<file path="src/rtl/write_buffer.sv">
`default_nettype none
// ============================================================================
// Module      : write_buffer
// Description : Posted-write FIFO between cache memory port and external RAM.
//               Acknowledges writes immediately, drains in order, forwards
//               reads that hit queued data.
// Revision    : 1.0 - initial release
// ============================================================================
module write_buffer #(
    parameter int ADDRESS_WIDTH = 16,
    parameter int DEPTH         = 4
) (
    input  logic                     clk,
    input  logic                     rst_n,
    input  logic [ADDRESS_WIDTH-1:0] ram_address,
    input  logic                     ram_rd,
    input  logic                     ram_wr,
    input  logic [31:0]              ram_data_wr,
    output logic [31:0]              ram_data_rd,
    output logic                     ram_data_valid,
    output logic [ADDRESS_WIDTH-1:0] mem_address,
    output logic                     mem_rd,
    output logic                     mem_wr,
    output logic [31:0]              mem_data_wr,
    input  logic [31:0]              mem_data_rd,
    input  logic                     mem_data_valid,
    output logic                     wb_empty
);

    localparam int                 c_ptr_w = $clog2(DEPTH);
    localparam int                 c_cnt_w = c_ptr_w + 1;
    localparam logic [c_cnt_w-1:0] c_full  = c_cnt_w'(DEPTH);

    typedef enum logic [1:0] {
        F_IDLE   = 2'd0,
        F_RD_MEM = 2'd1,
        F_RESP   = 2'd2
    } front_state_t;

    typedef enum logic [1:0] {
        M_IDLE = 2'd0,
        M_WR   = 2'd1,
        M_RD   = 2'd2
    } mem_state_t;

    front_state_t             front_q, front_d;
    mem_state_t               mstate_q, mstate_d;
    logic [c_ptr_w-1:0]       head_q, head_d;
    logic [c_ptr_w-1:0]       tail_q, tail_d;
    logic [c_cnt_w-1:0]       count_q, count_d;
    logic [DEPTH-1:0]         valid_q, valid_d;
    logic [ADDRESS_WIDTH-1:0] addr_q [DEPTH];
    logic [ADDRESS_WIDTH-1:0] addr_d [DEPTH];
    logic [31:0]              data_q [DEPTH];
    logic [31:0]              data_d [DEPTH];

    logic [31:0]              ram_data_rd_q, ram_data_rd_d;
    logic                     ram_data_valid_q, ram_data_valid_d;
    logic [ADDRESS_WIDTH-1:0] mem_address_q, mem_address_d;
    logic                     mem_rd_q, mem_rd_d;
    logic                     mem_wr_q, mem_wr_d;
    logic [31:0]              mem_data_wr_q, mem_data_wr_d;

    logic                     w_full;
    logic                     w_hit;
    logic [31:0]              w_hit_data;
    logic                     w_push;
    logic                     w_pop;

    assign w_full = (count_q == c_full);

    // Walk oldest to youngest so the last match found is the youngest one.
    always_comb begin
        w_hit      = 1'b0;
        w_hit_data = '0;
        for (int i = 0; i < DEPTH; i++) begin
            if (valid_q[head_q + c_ptr_w'(i)] &&
                (addr_q[head_q + c_ptr_w'(i)][ADDRESS_WIDTH-1:2] ==
                 ram_address[ADDRESS_WIDTH-1:2])) begin
                w_hit      = 1'b1;
                w_hit_data = data_q[head_q + c_ptr_w'(i)];
            end
        end
    end

    always_comb begin
        front_d          = front_q;
        mstate_d         = mstate_q;
        head_d           = head_q;
        tail_d           = tail_q;
        count_d          = count_q;
        valid_d          = valid_q;
        addr_d           = addr_q;
        data_d           = data_q;
        ram_data_rd_d    = ram_data_rd_q;
        ram_data_valid_d = 1'b0;
        mem_address_d    = mem_address_q;
        mem_rd_d         = 1'b0;
        mem_wr_d         = 1'b0;
        mem_data_wr_d    = mem_data_wr_q;
        w_push           = 1'b0;
        w_pop            = 1'b0;

        case (front_q)
            F_IDLE: begin
                if (ram_rd) begin
                    if (w_hit) begin
                        ram_data_rd_d    = w_hit_data;
                        ram_data_valid_d = 1'b1;
                        front_d          = F_RESP;
                    end else begin
                        front_d = F_RD_MEM;
                    end
                end else if (ram_wr && !w_full) begin
                    w_push           = 1'b1;
                    ram_data_valid_d = 1'b1;
                    front_d          = F_RESP;
                end
            end
            F_RD_MEM: begin
                // A drain completion during M_WR must not be taken as read data.
                if ((mstate_q == M_RD) && mem_data_valid) begin
                    ram_data_rd_d    = mem_data_rd;
                    ram_data_valid_d = 1'b1;
                    front_d          = F_RESP;
                end
            end
            F_RESP:  front_d = F_IDLE;
            default: front_d = F_IDLE;
        endcase

        case (mstate_q)
            M_IDLE: begin
                if (front_q == F_RD_MEM) begin
                    mem_rd_d      = 1'b1;
                    mem_address_d = ram_address;
                    mstate_d      = M_RD;
                end else if (count_q != '0) begin
                    mem_wr_d      = 1'b1;
                    mem_address_d = addr_q[head_q];
                    mem_data_wr_d = data_q[head_q];
                    mstate_d      = M_WR;
                end
            end
            M_WR: begin
                if (mem_data_valid) begin
                    w_pop    = 1'b1;
                    mstate_d = M_IDLE;
                end
            end
            M_RD: begin
                if (mem_data_valid) begin
                    mstate_d = M_IDLE;
                end
            end
            default: mstate_d = M_IDLE;
        endcase

        if (w_push) begin
            valid_d[tail_q] = 1'b1;
            addr_d[tail_q]  = ram_address;
            data_d[tail_q]  = ram_data_wr;
            tail_d          = tail_q + c_ptr_w'(1);
        end
        if (w_pop) begin
            valid_d[head_q] = 1'b0;
            head_d          = head_q + c_ptr_w'(1);
        end
        case ({w_push, w_pop})
            2'b10:   count_d = count_q + c_cnt_w'(1);
            2'b01:   count_d = count_q - c_cnt_w'(1);
            default: count_d = count_q;
        endcase
    end

    always_ff @(posedge clk or negedge rst_n) begin
        if (!rst_n) begin
            front_q          <= F_IDLE;
            mstate_q         <= M_IDLE;
            head_q           <= '0;
            tail_q           <= '0;
            count_q          <= '0;
            valid_q          <= '0;
            for (int i = 0; i < DEPTH; i++) begin
                addr_q[i] <= '0;
                data_q[i] <= '0;
            end
            ram_data_rd_q    <= '0;
            ram_data_valid_q <= 1'b0;
            mem_address_q    <= '0;
            mem_rd_q         <= 1'b0;
            mem_wr_q         <= 1'b0;
            mem_data_wr_q    <= '0;
        end else begin
            front_q          <= front_d;
            mstate_q         <= mstate_d;
            head_q           <= head_d;
            tail_q           <= tail_d;
            count_q          <= count_d;
            valid_q          <= valid_d;
            addr_q           <= addr_d;
            data_q           <= data_d;
            ram_data_rd_q    <= ram_data_rd_d;
            ram_data_valid_q <= ram_data_valid_d;
            mem_address_q    <= mem_address_d;
            mem_rd_q         <= mem_rd_d;
            mem_wr_q         <= mem_wr_d;
            mem_data_wr_q    <= mem_data_wr_d;
        end
    end

    assign ram_data_rd    = ram_data_rd_q;
    assign ram_data_valid = ram_data_valid_q;
    assign mem_address    = mem_address_q;
    assign mem_rd         = mem_rd_q;
    assign mem_wr         = mem_wr_q;
    assign mem_data_wr    = mem_data_wr_q;
    // A read in flight leaves no write pending, so it still counts as empty.
    assign wb_empty       = (count_q == '0) && (mstate_q != M_WR);

endmodule
`default_nettype wire

</file>
<file path="config.mk">
export PLATFORM = sky130hd
export DESIGN_NAME = write_buffer
export DESIGN_NICKNAME = d
export VERILOG_FILES = /design/src/rtl/write_buffer.sv
export SDC_FILE = /design/constraint.sdc
export NUM_CORES = 1
export LEC_CHECK = 0
export BUFFER_PORTS_ARGS = -buffer_cell sky130_fd_sc_hd__clkbuf_2
export CELL_PAD_IN_SITES_DETAIL_PLACEMENT = 1
export CELL_PAD_IN_SITES_GLOBAL_PLACEMENT = 1
export CORE_UTILIZATION = 45
export DETAILED_ROUTE_END_ITERATION = 10
export GPL_ROUTABILITY_DRIVEN = 1
export PLACE_DENSITY_LB_ADDON = 0.1
export SYNTH_ARGS = -nofsm -noshare
export SYNTH_HDL_FRONTEND = slang
export SYNTH_SLANG_ARGS = --single-unit
</file>
<file path="constraint.sdc">
create_clock -name clk -period 9.2 [get_ports clk]
set_clock_uncertainty 0.1 [all_clocks]
set_input_delay 0.92 -clock clk [delete_from_list [all_inputs] [get_ports clk]]
set_output_delay 0.92 -clock clk [all_outputs]
set_load 0.02 [all_outputs]
</file>
==> results.cfg <==
[critical_path]
cp_cell_sequence = inv_1, ha_4, buf_4, mux4_2, xor2_1, nor2_2, buf_4, nand4_1, o21ai_0, nor4_4, or2_2, o31ai_1
cp_slowest_cell = dfrtp_4
crit_top_cell = buf_4
crit_arrival_ps = 6690
critical_path_required_ps = 9540
startpoint_type = flip-flop
crit_type = reg2reg
worstSetupEndpointType = flip-flop
worst-path-buf-inv = 3
cp_top_family = buffers and inverters
critPathMaxFanout = 63
max_stage_delay_ps = 1010

[clocking]
clock_latency_ps = 550
cts-resized-gates = 0
ctsHtreeMaxLevel = 2
clkSinkCount = 290
post_cts_buffers = 0
hold_buffers = 0
cts_root_buf = clkbuf_16
clk_pin_slew_worst_paths_ps = 60
numCtsBuffers = 36
cts_tree = built
ctsLongestPathBuffers = 3

[sta]
clock.fmax_mhz = 157
worst_slack_ps = 2850
finalSetupViolCount = 0
tightestPinTransition_ps = 1170
fin_tns_setup_ps = 0
finalHoldViolCount = 0
min_period_ps = 6350
rsz0062_at_grt = false
drv_slew = 0
relSlewSlack_pct = 22.3
period_share_pct = 69.1

[finish]
drive_above_1_share_pct = 42.3
nNetsFinal = 1622
area_growth_pct = 11.9
diodes = 0

[power_and_ir_drop]
power_frac_comb_pct = 54.2
power_density_nw_per_um2 = 419
power_leakage_nw = 8.84
switching_power_mw = 3.58
p_int_mw = 5.11
pwr-share-clk_pct = 15.7
irDropWorstVdd_mv = 0.212
switching_share_pct = 41.2
seqPwrFrac_pct = 30.1

[floorplanning]
core_um2 = 40700
fp.dieW_um = 205
io_pins = 169
initial_utilization_pct = 45.5
die_h_um = 205
rows = 74
die_area_um2 = 42000

[yosys]
async_reset_ff_share_pct = 100
syn_avg_cell_area_um2 = 12.9
synth_edf_count = 0
synth_area_leader_cell = dfrtp_1
seq_area_frac_synth_pct = 39.1
syn_inst = 1440
synth-main-ff-cell = dfrtp_1
synth_top_area_share_pct = 39.1
ys_seq_elements = 290
syn_area_um2 = 18600
syn-num-nets = 1538
synth.area.top_cells = dfrtp_1 39%, mux4_2 18%, mux2_2 13%
ys_types = 57
yosysWarnings = 0

[grt]
grt_pass1_vias = 13795
grt_util_met3_pct = 4.12
antenna_found_initial = 0
grt.overflow.total = 0
grt_most_used_layer = met2
grt_max_degree = 135
track_usage_pct = 26.8
grt.met1_usage_pct = 35.6
grt_use_met2_pct = 45.3
grt_pass1_wl_mm = 85.4

[placement]
hpwl_mm = 33.7
globalplace.congestion = 0.852
place_ws_ps = 2840
port_buffers = 168

[detailed_routing]
drtIter0Drc = 786
vias = 13327
route.detailed.drc = 0
wl_mm = 54.4
routedWlPerCell_um = 26.2
viasPerCell = 6.41
dr.pass1.iters = 5
ant_nets = 0

[job]
max_cap_viol_count = 0

[worst_hold_path]
hold_class = in2async

[status]
status = finished clean
## routing by layer
layer | part of all wire [%] | vias to the layer above
met2 | 51 | 321
met4 | 2.4 | 0
met1 | 42 | 7118
li1 | - | 5803
met3 | 4.5 | 85
met5 | 0 | -
## stage by stage
stage / instances / hold WS, ps / util, % / total power [mW] / instance area (um2)
final: 2078 / 292 / 50.9 / 8.69 / 20800
after global routing: 2078 / 348 / 50.9 / 9.25 / 20800
after CTS: 2078 / 307 / 50.9 / 8.76 / 20800
after detailed placement: 2018 / 369 / 48.2 / 7.35 / 19600
after global placement: 2018 / 363 / 48.2 / 7.21 / 19600
after floorplan: 1440 / 356 / - / 6.10 / 18600
## placed cells by master (no fill, tap or decap), types with 40 or more instances in the layout
cell type  instances
nand2_1           40
nand3_1           71
mux2_2           221
dfrtp_1          288
mux4_2           150
clkbuf_2         167
a21oi_1           82
mux2i_1           47
xnor2_1           43
o21ai_0           68
## path summary, 6_finish.rpt
kind                                 from        endpoint  slack (ps)  cells after the start
max reg2reg                     head_q[0]  ram_data_rd[0]        2850                     12
min                                 rst_n          mem_wr         290                      1
max                             head_q[0]  ram_data_rd[0]        2850                     12
min in group clk           mem_address[9]  mem_address[9]         380                      2
min reg2reg                mem_address[9]  mem_address[9]         380                      2
max in group asynchronous           rst_n       head_q[1]        7150                      2
## layout make-up
class / count / area [um2]
Inverter: 16 / 60.1
Multi-Input combinational cell: 986 / 10600
Timing Repair Buffer: 194 / 1060
Clock inverter: 8 / 80.1
Sequential cell: 290 / 7260
Fill cell: 4207 / 20000
Tap cell: 532 / 666
Clock buffer: 52 / 1040
## logic make-up (layout without fill, tap and decap cells)
| kind of cell | after synthesis | count (layout) | share of synthesized area (%) |
|---|---|---|---|
| mux | 438 | 438 | 37.0 |
| flops | 290 | 290 | 39.1 |
| compound gates | 239 | 239 | 8.59 |
| simple gates | 231 | 231 | 7.04 |
| buf+inv | 164 | 270 | 4.28 |
| xor+xnor | 65 | 65 | 3.07 |
| fa+ha+maj | 13 | 13 | 0.917 |
## cell usage after synthesis (all sizes together) (2+ instances only)
cell type	number
o22ai	2
nand3b	32
a31oi	3
nand3	72
o31ai	32
mux2i	47
a211oi	4
dfrtp	290
a32oi	3
xor2	22
nor4	8
nand2	44
a21oi	84
dlygate4sd1	2
o21ai	69
mux4	170
inv	15
mux2	221
clkbuf	65
ha	12
buf	81
and4	3
nor2	13
and3	2
o311a	32
nor3	2
nand2b	3
nand4	38
xnor2	43
and2	7
nor2b	2
## power by group through the flow
stage | clock, mW | sequential [mW] | combinational, mW
finish | 1.36 | 2.61 | 4.71
global route | 1.45 | 2.73 | 5.08
CTS | 1.41 | 2.61 | 4.75
detailed placement | 0 | 2.62 | 4.72
global placement | 0 | 2.56 | 4.65
floorplan | 0 | 2.50 | 3.60
## registers in the layout, indices dropped and copies added, names as in the netlist
signal          count
data_q            128
addr_q             64
mem_data_wr        32
ram_data_rd        32
mem_address        16
valid_q             4
count_q             3
front_q             2
head_q              2
mstate_q            2
tail_q              2
mem_rd              1
mem_wr              1
ram_data_valid      1
(Power assumes the default switching activity.)
